===== src/rtl/pipeline_pkg.sv =====
// Shared pipeline types for the RV32I memory stage: access-size encodings,
// memory-stage FSM states and small decode helpers for funct3.
package pipeline_pkg;

    localparam int XLEN = 32;

    typedef enum logic [2:0] {
        DM_B  = 3'b000,
        DM_H  = 3'b001,
        DM_W  = 3'b010,
        DM_BU = 3'b100,
        DM_HU = 3'b101
    } dmctrl_e;

    typedef enum logic [1:0] {
        IDLE = 2'd0,
        REQ  = 2'd1,
        WAIT = 2'd2,
        DONE = 2'd3
    } memstate_e;

    // Any encoding with bit 1 set (010, 011, 110, 111) behaves as a word access.
    function automatic logic is_word(input logic [2:0] ctrl);
        return ctrl[1];
    endfunction

    function automatic logic is_half(input logic [2:0] ctrl);
        return ~ctrl[1] & ctrl[0];
    endfunction

endpackage


===== src/rtl/lsu_align.sv =====
// Combinational lane logic: misalignment check, store lane replication and
// byte enables, and load byte/half extraction with sign or zero extension.
module lsu_align
    import pipeline_pkg::*;
(
    input  logic [2:0]      ctrl,
    input  logic [1:0]      off,
    input  logic [XLEN-1:0] store_data,
    input  logic [2:0]      ld_ctrl,
    input  logic [1:0]      ld_off,
    input  logic [XLEN-1:0] rdata,
    output logic            mis,
    output logic [3:0]      be,
    output logic [XLEN-1:0] wdata,
    output logic [XLEN-1:0] ld_data
);

    logic [XLEN-1:0] shifted;

    always_comb begin
        mis   = 1'b0;
        be    = 4'b1111;
        wdata = store_data;
        if (is_word(ctrl)) begin
            mis = (off != 2'b00);
        end else if (is_half(ctrl)) begin
            mis   = off[0];
            be    = 4'b0011 << off;
            wdata = {2{store_data[15:0]}};
        end else begin
            be    = 4'b0001 << off;
            wdata = {4{store_data[7:0]}};
        end
    end

    assign shifted = rdata >> {ld_off, 3'b000};

    // ld_ctrl[2] marks the unsigned variants (BU/HU) for sub-word loads.
    always_comb begin
        ld_data = shifted;
        if (is_half(ld_ctrl)) begin
            ld_data = ld_ctrl[2] ? {16'h0000, shifted[15:0]}
                                 : {{16{shifted[15]}}, shifted[15:0]};
        end else if (!is_word(ld_ctrl)) begin
            ld_data = ld_ctrl[2] ? {24'h000000, shifted[7:0]}
                                 : {{24{shifted[7]}}, shifted[7:0]};
        end
    end

endmodule


===== src/rtl/memaccess_stage.sv =====
// RV32I memory stage: issues loads/stores over a req/gnt/rvalid bus, stalls
// the pipeline while an access is outstanding and registers the load result.
module memaccess_stage
    import pipeline_pkg::*;
#(
    parameter int XLEN = 32
) (
    input  logic            clk,
    input  logic            rst_n,
    input  logic [XLEN-1:0] ALURes_input,
    input  logic [XLEN-1:0] rs2Data_input,
    input  logic            DMWr_input,
    input  logic            DMRd_input,
    input  logic [2:0]      DMCtrl_input,
    output logic            mem_req,
    output logic            mem_we,
    output logic [XLEN-1:0] mem_addr,
    output logic [XLEN-1:0] mem_wdata,
    output logic [3:0]      mem_be,
    input  logic            mem_gnt,
    input  logic            mem_rvalid,
    input  logic [XLEN-1:0] mem_rdata,
    output logic [XLEN-1:0] DMDataRd_output,
    output logic            stall,
    output logic            misaligned
);

    memstate_e       state_reg, state_next;
    logic [1:0]      off_reg;
    logic [2:0]      ctrl_reg;
    logic            is_load_reg;

    logic            access;
    logic            mis_raw;
    logic            issue;
    logic [3:0]      st_be;
    logic [XLEN-1:0] st_wdata;
    logic [XLEN-1:0] ld_data;

    lsu_align u_align (
        .ctrl       (DMCtrl_input),
        .off        (ALURes_input[1:0]),
        .store_data (rs2Data_input),
        .ld_ctrl    (ctrl_reg),
        .ld_off     (off_reg),
        .rdata      (mem_rdata),
        .mis        (mis_raw),
        .be         (st_be),
        .wdata      (st_wdata),
        .ld_data    (ld_data)
    );

    assign access = DMWr_input | DMRd_input;
    assign issue  = (state_reg == IDLE) & access & ~mis_raw;

    // Gated by rst_n so both flags read 0 while reset is held.
    assign stall      = rst_n & (issue | (state_reg == REQ) | (state_reg == WAIT));
    assign misaligned = rst_n & (state_reg == IDLE) & access & mis_raw;

    always_comb begin
        state_next = state_reg;
        case (state_reg)
            IDLE: if (issue)      state_next = REQ;
            REQ:  if (mem_gnt)    state_next = WAIT;
            WAIT: if (mem_rvalid) state_next = DONE;
            DONE:                 state_next = IDLE;
            default:              state_next = IDLE;
        endcase
    end

    always_ff @(posedge clk or negedge rst_n) begin
        if (!rst_n) begin
            state_reg       <= IDLE;
            mem_req         <= 1'b0;
            mem_we          <= 1'b0;
            mem_addr        <= '0;
            mem_wdata       <= '0;
            mem_be          <= 4'b0000;
            DMDataRd_output <= '0;
            off_reg         <= 2'b00;
            ctrl_reg        <= 3'b000;
            is_load_reg     <= 1'b0;
        end else begin
            state_reg <= state_next;
            if (issue) begin
                // A store wins when both requests are raised.
                mem_req     <= 1'b1;
                mem_we      <= DMWr_input;
                mem_addr    <= {ALURes_input[XLEN-1:2], 2'b00};
                mem_wdata   <= DMWr_input ? st_wdata : '0;
                mem_be      <= DMWr_input ? st_be : 4'b1111;
                off_reg     <= ALURes_input[1:0];
                ctrl_reg    <= DMCtrl_input;
                is_load_reg <= ~DMWr_input;
            end
            if ((state_reg == REQ) && mem_gnt) begin
                mem_req <= 1'b0;
            end
            if ((state_reg == WAIT) && mem_rvalid && is_load_reg) begin
                DMDataRd_output <= ld_data;
            end
        end
    end

endmodule


===== config.mk =====
export PLATFORM = sky130hd
export DESIGN_NAME = memaccess_stage
export DESIGN_NICKNAME = d
export VERILOG_FILES = /design/src/rtl/pipeline_pkg.sv /design/src/rtl/lsu_align.sv /design/src/rtl/memaccess_stage.sv
export SDC_FILE = /design/constraint.sdc
export NUM_CORES = 1
export LEC_CHECK = 0
export CORE_MARGIN = 1.5
export CORE_UTILIZATION = 49
export CTS_BUF_LIST = sky130_fd_sc_hd__clkbuf_8
export DETAILED_ROUTE_END_ITERATION = 8
export GPL_TIMING_DRIVEN = 1
export HOLD_SLACK_MARGIN = 0.06
export PLACE_DENSITY = 0.88
export SLEW_MARGIN = 10
export SYNTH_ARGS = -nofsm -noshare
export SYNTH_HDL_FRONTEND = slang
export SYNTH_HIERARCHICAL = 1
export SYNTH_SLANG_ARGS = --single-unit

===== constraint.sdc =====
create_clock -name clk -period 6.3 [get_ports clk]
set_input_delay 1.89 -clock clk [delete_from_list [all_inputs] [get_ports clk]]
set_output_delay 1.89 -clock clk [all_outputs]
set_load 0.05 [all_outputs]

==> impl_metrics.yaml, run 1 <==
clock_tree:
  cts_tree: "done"
  hold_buffers: 0
  insertion_delay_ps: 380
  post_cts_resize_count: 0
  htreeDepth: 3
  numCtsBuffers: 9
  cts_max_path_buffers: 2
  clk_pin_slew_ps: 120
  root_buffer: "clkbuf_8"
  postCtsSetupRepairBufs: 0
  clock_sinks: 108
hold_path:
  hold_path_end: "mem_wdata[5]$_DFFE_PN0P_"
  min_from: "mem_wdata[5]$_DFFE_PN0P_"
  min_path_type: "register to register"
  holdPathStages: 2
route:
  highest_layer: "met4"
  first_pass_iters: 6
  via_per_inst: 5.35
  wl_met1_um: 6160
  routed-wl-met3_um: 1550
  totalWireLength_um: 15300
  route.met2.wl_um: 7280
  drc_errors: 0
  via_count: 4798
  antenna_left: 0
  first_iter_violations: 279
  wire_per_inst_um: 17.1
flow_run:
  maxCapViolations: 0
finish:
  antenna_cells: 0
  layout_common_cells: "clkdlybuf4s50_1 (203), nand2_1 (185), dfrtp_1 (108)"
  fillers: 811
  largest_registers: "DMDataRd_output x32, mem_wdata x32, mem_addr x30"
  final_cell_area_mm2: 0.00767
  drive_above_1_share: 0.124
  nets: 859
  final_common_cell: "clkdlybuf4s50_1"
  area_growth_pct: 41.4
critical_path:
  crit_fanout: 14
  cp.required_ps: 4410
  critPathSlowestCell: "clkdlybuf4s50_1"
  max_stage_delay_ps: 450
  crit_type: "input pin to output port"
  reg2regPathDepth: 4
  r2r_end: "DMDataRd_output[18]$_DFFE_PN0P_"
  cp_cell_sequence: "clkdlybuf4s50_1 -> buf_4 -> nand2_1 -> nand2_1 -> nor2_4 -> o31a_1 -> buf_12"
  rrSetupSlack_ps: 3700
  arrival_ps: 3280
  cp-start-kind: "input pin"
  reg2reg_from: "off_reg[1]$_DFFE_PN0P_"
  end_kind: "output port"
  cpMostUsedCell: "nand2_1"
sta:
  finalCritPeriodShare: 0.821
  tns_ps: 0
  fin_crit_ps: 5170
  fin_worst_skew_ps: 21.4
  final_max_slew_viol_count: 0
  grt_setup_unrepaired: "false"
  setup_viol: 0
  fmax_ghz: 0.193
  tightest_slew_ps: 1030
  hold_viol: 0
  slew_headroom: 0.311
floorplan:
  die_x_um: 108
  row_count: 38
  initial_core_util: 0.500
  core_mm2: 0.0108
  io-pin-count: 209
  die-area_mm2: 0.0117
  die_h_um: 108
place:
  routabilityCongestion: 0.863
  io_buffers: 206
  postPlaceCellArea_mm2: 0.00750
  post-dp-hpwl_um: 11000
synthesis:
  synthArstFlopShare: 1.00
  synth_cells: 572
  yosysSeqAreaShare: 0.498
  syn_area_mm2: 0.00543
  avgSynthCellArea_um2: 9.48
  yosysUniqueCellTypes: 36
  synth_flop_cell: "dfrtp_1"
  ys_ff_latch: 108
  synth_warnings: 6
  synth_edf_count: 0
power_and_ir_drop:
  switching_share: 0.509
  p_switching_w: 0.00213
  leakage_nw: 3.52
  p_comb_frac: 0.618
  ir_drop_mv: 0.367
  power_density_mw_per_mm2: 545
  p_seq_frac: 0.288
  clkPwrFrac: 0.094
  internal_power_w: 0.00205
global_route:
  grt_max_degree: 78
  grt_pass1_wl_um: 24000
  grt_remaining_overflow: 0
  antenna_found_initial: 0
  track_usage: 0.266
  grt_pass1_vias: 4825
run_status:
  outcome: "finished clean"
[power groups by stage]
stage | clock network [W] | registers [W] | logic, W
after global routing | 0.000430 | 0.00124 | 0.00273
after detailed placement | 0 | 0.00121 | 0.00259
after global placement | 0 | 0.00119 | 0.00253
after CTS | 0.000404 | 0.00120 | 0.00259
after floorplan | 0 | 0.00214 | 0.000798
final | 0.000393 | 0.00121 | 0.00258
[worst max-delay path, delay by kind of cell]
| kind | cells | cell delay, ps |
|---|---|---|
| compound gates | 1 | 280 |
| simple gates | 3 | 270 |
| buf+inv | 3 | 840 |
[area by class of cell]
| cell class | instances | area, um2 | share of cell area |
|---|---|---|---|
| Multi-Input combinational cell | 411 | 2450 | 0.320 |
| Clock buffer | 9 | 124 | 0.0161 |
| Inverter | 7 | 26.3 | 0.00342 |
| Tap cell | 140 | 175 | 0.0228 |
| Timing Repair Buffer | 214 | 2140 | 0.279 |
| Clock inverter | 7 | 51.3 | 0.00669 |
| Sequential cell | 108 | 2700 | 0.352 |
[cells in the mapped netlist, types with 2 or more instances]
cell	instances	area (um2)
mux2i_1	23	230
clkbuf_1	20	75.1
o22ai_1	8	50.1
buf_6	2	22.5
buf_2	13	65.1
or2_2	10	62.6
a31oi_1	4	25.0
ha_1	3	37.5
inv_1	7	26.3
o21ai_0	11	55.1
mux2_2	50	563
a21oi_1	25	125
nand2b_1	2	12.5
o21bai_1	2	15.0
a211oi_1	7	52.6
nor2b_1	11	68.8
o2bb2ai_1	8	70.1
buf_4	12	90.1
dfrtp_1	108	2700
nor2_1	13	48.8
nand2_1	185	694
mux2_4	2	30.0
nand3_1	33	165
[cell families (layout without fill, tap and decap cells)]
family                   Yosys count  after routing  synth area share
adder cells (fa/ha/maj)            3              3           0.00692
AND/OR/NAND/NOR                  257            257             0.197
buffers and inverters             54            237            0.0514
AO/OA/AOI/OAI                     73             73            0.0923
flip-flops                       108            108             0.498
XOR/XNOR                           1              1           0.00161
other                              1              2          0.000691
multiplexers                      75             75             0.152
[layer usage]
| layer | global-route usage | up-vias |
|---|---|---|
| met2 | 0.434 | 226 |
| met5 | 0 | - |
| met3 | 0.0826 | 29 |
| met4 | 0.0977 | 0 |
| li1 | - | 2259 |
| met1 | 0.333 | 2284 |
[worst max-delay path by stage]
stage	startpoint	endpoint	slack, ps
after CTS	DMCtrl_input[0]	stall	1130
after global placement	DMCtrl_input[0]	stall	1130
after global routing	DMCtrl_input[0]	stall	1040
after detailed placement	DMCtrl_input[0]	stall	1140
final	DMCtrl_input[0]	stall	1130
after floorplan	DMCtrl_input[1]	stall	1090
[through the flow]
step           total power [W]  hold WS [ps]  instances  setup slack (ps)   util
3_3_place_gp           0.00373           451        880              1130  0.692
5_1_grt                0.00440           499        896              1040  0.708
6_report               0.00418           484        896              1130  0.708
4_1_cts                0.00420           482        896              1130  0.708
3_5_place_dp           0.00380           456        880              1140  0.692
2_1_floorplan          0.00294           450        573              1090      -
Power figures use the tool's default switching activity.
==> run 2, diff against run 1 <==
--- a/config.mk
+++ b/config.mk
@@ -6,12 +6,12 @@
 export NUM_CORES = 1
 export LEC_CHECK = 0
 export CORE_MARGIN = 1.5
-export CORE_UTILIZATION = 49
+export CORE_UTILIZATION = 46
 export CTS_BUF_LIST = sky130_fd_sc_hd__clkbuf_8
 export DETAILED_ROUTE_END_ITERATION = 8
 export GPL_TIMING_DRIVEN = 1
 export HOLD_SLACK_MARGIN = 0.06
-export PLACE_DENSITY = 0.88
+export PLACE_DENSITY = 0.83
 export SLEW_MARGIN = 10
 export SYNTH_ARGS = -nofsm -noshare
 export SYNTH_HDL_FRONTEND = slang
==> constraint.sdc (replaced) <==
create_clock -name clk -period 5.25 [get_ports clk]
set_input_delay 1.575 -clock clk [delete_from_list [all_inputs] [get_ports clk]]
set_output_delay 1.575 -clock clk [all_outputs]
set_load 0.05 [all_outputs]
==> run 2 against run 1 <==
Register-to-register slack worse by 1000 ps. Clock skew shrank 11 ps. Wire length grew 0.21%. Critical endpoint unchanged. Setup slack worse by 470 ps. Largest power group unchanged. Critical path type unchanged.
==> impl_metrics.yaml, run 2 (synthesis gave the netlist of run 1 again) <==
sta:
  grt_setup_unrepaired: "false"
  setup_viol: 0
  fin_crit_ps: 4590
  fmax_ghz: 0.218
  tns_ps: 0
  hold_viol: 0
  slew_headroom: 0.333
  final_max_slew_viol_count: 0
  fin_worst_skew_ps: 10.0
  finalCritPeriodShare: 0.874
  tightest_slew_ps: 1000
  hold-worst-slack_ps: 479
finish:
  drive_above_1_share: 0.123
  final_cell_area_mm2: 0.00772
  antenna_cells: 0
  fillers: 918
  layout_common_cells: "clkdlybuf4s50_1 (203), nand2_1 (185), dfrtp_1 (108)"
  nets: 859
  final_common_cell: "clkdlybuf4s50_1"
  largest_registers: "DMDataRd_output x32, mem_wdata x32, mem_addr x30"
  fin_util: 0.673
  area_growth_pct: 42.3
global_route:
  grt_max_degree: 78
  grt_remaining_overflow: 0
  grt_pass1_wl_um: 25000
  grt_pass1_vias: 4973
  track_usage: 0.251
  antenna_found_initial: 0
clock_tree:
  insertion_delay_ps: 370
  root_buffer: "clkbuf_8"
  clk_pin_slew_ps: 100
  clock_sinks: 108
  htreeDepth: 3
  hold_buffers: 0
  post_cts_resize_count: 0
  postCtsSetupRepairBufs: 0
  cts_max_path_buffers: 2
  cts_tree: "done"
  numCtsBuffers: 9
place:
  io_buffers: 206
  post-dp-hpwl_um: 11100
  routabilityCongestion: 0.890
  postPlaceCellArea_mm2: 0.00750
critical_path:
  arrival_ps: 3010
  end_kind: "output port"
  cp-start-kind: "input pin"
  path_buf_inv: 2
  cp_cell_sequence: "clkdlybuf4s50_1 -> o21ai_0 -> nand2_1 -> nor2_4 -> o31a_1 -> buf_12"
  crit_fanout: 8
  crit_type: "input pin to output port"
  max_stage_delay_ps: 620
  critical_path.top_delay_family: "buffers and inverters"
  worst-path-stages: 6
  reg2regPathDepth: 4
  cp.required_ps: 3680
  critPathSlowestCell: "clkdlybuf4s50_1"
route:
  antenna_left: 0
  via_count: 4716
  first_pass_iters: 4
  via_per_inst: 5.25
  drc_errors: 0
  totalWireLength_um: 15400
  wire_per_inst_um: 17.1
  first_iter_violations: 307
power_and_ir_drop:
  clkPwrFrac: 0.109
  leakage_nw: 3.54
  internal_power_w: 0.00257
  switching_share: 0.497
  p_comb_frac: 0.607
  ir_drop_mv: 0.488
  p_seq_frac: 0.284
  p_switching_w: 0.00253
  power_density_mw_per_mm2: 661
flow_run:
  maxCapViolations: 0
run_status:
  outcome: "finished clean"
floorplan:
  initial_core_util: 0.473
  die_x_um: 112
  core_mm2: 0.0115
  die_h_um: 112
  die-area_mm2: 0.0125
  row_count: 39
  io-pin-count: 209
hold_path:
  holdPathStages: 2
  min_path_type: "register to register"
## run 2: final cells by class
type	instances	area, um2	area share
clock buffers	10	138	0.0178
clock inverters	6	80.1	0.0104
inverters	7	26.3	0.00340
multi-input cells	411	2450	0.318
flip-flops and latches	108	2700	0.350
well taps	143	179	0.0232
repair buffers	214	2140	0.277
## run 2: final timing paths
check | start | endpoint | slack (ps)
hold reg to reg | mem_wdata[0]$_DFFE_PN0P_ | mem_wdata[0]$_DFFE_PN0P_ | 480
max in group asynchronous | rst_n | state_reg[0]$_DFFE_PN0P_ | 2790
setup reg to reg | off_reg[1]$_DFFE_PN0P_ | DMDataRd_output[20]$_DFFE_PN0P_ | 2680
hold / removal | mem_wdata[0]$_DFFE_PN0P_ | mem_wdata[0]$_DFFE_PN0P_ | 480
min in group asynchronous | rst_n | mem_wdata[0]$_DFFE_PN0P_ | 1200
setup / recovery | ALURes_input[0] | stall | 660
## run 2: through the flow
stage	power, W	setup slack, ps	cells
4_1_cts	0.00513	684	899
3_5_place_dp	0.00456	693	883
2_1_floorplan	0.00353	673	573
5_1_grt	0.00538	590	899
6_report	0.00510	661	899
3_3_place_gp	0.00448	747	883
## run 2: worst register-to-register path, stage by stage (launching register included)
cell	delay, ps
dfrtp_1	1010
mux2_4	410
nor2_2	530
o22ai_1	230
mux2_2	290
## run 2: power by group through the flow
stage               logic [W]  clock network [W]  registers, W
floorplan            0.000958                  0       0.00257
global placement      0.00305                  0       0.00143
detailed placement    0.00311                  0       0.00146
CTS                   0.00311           0.000573       0.00145
global route          0.00328           0.000609       0.00149
finish                0.00310           0.000556       0.00145
## run 2: metal layers
layer	up-vias	global-route usage	wire, um
met1	2241	0.309	6530
met2	192	0.413	7180
met5	-	0	0
li1	2260	-	-
met3	23	0.0920	1380
met4	0	0.0768	279
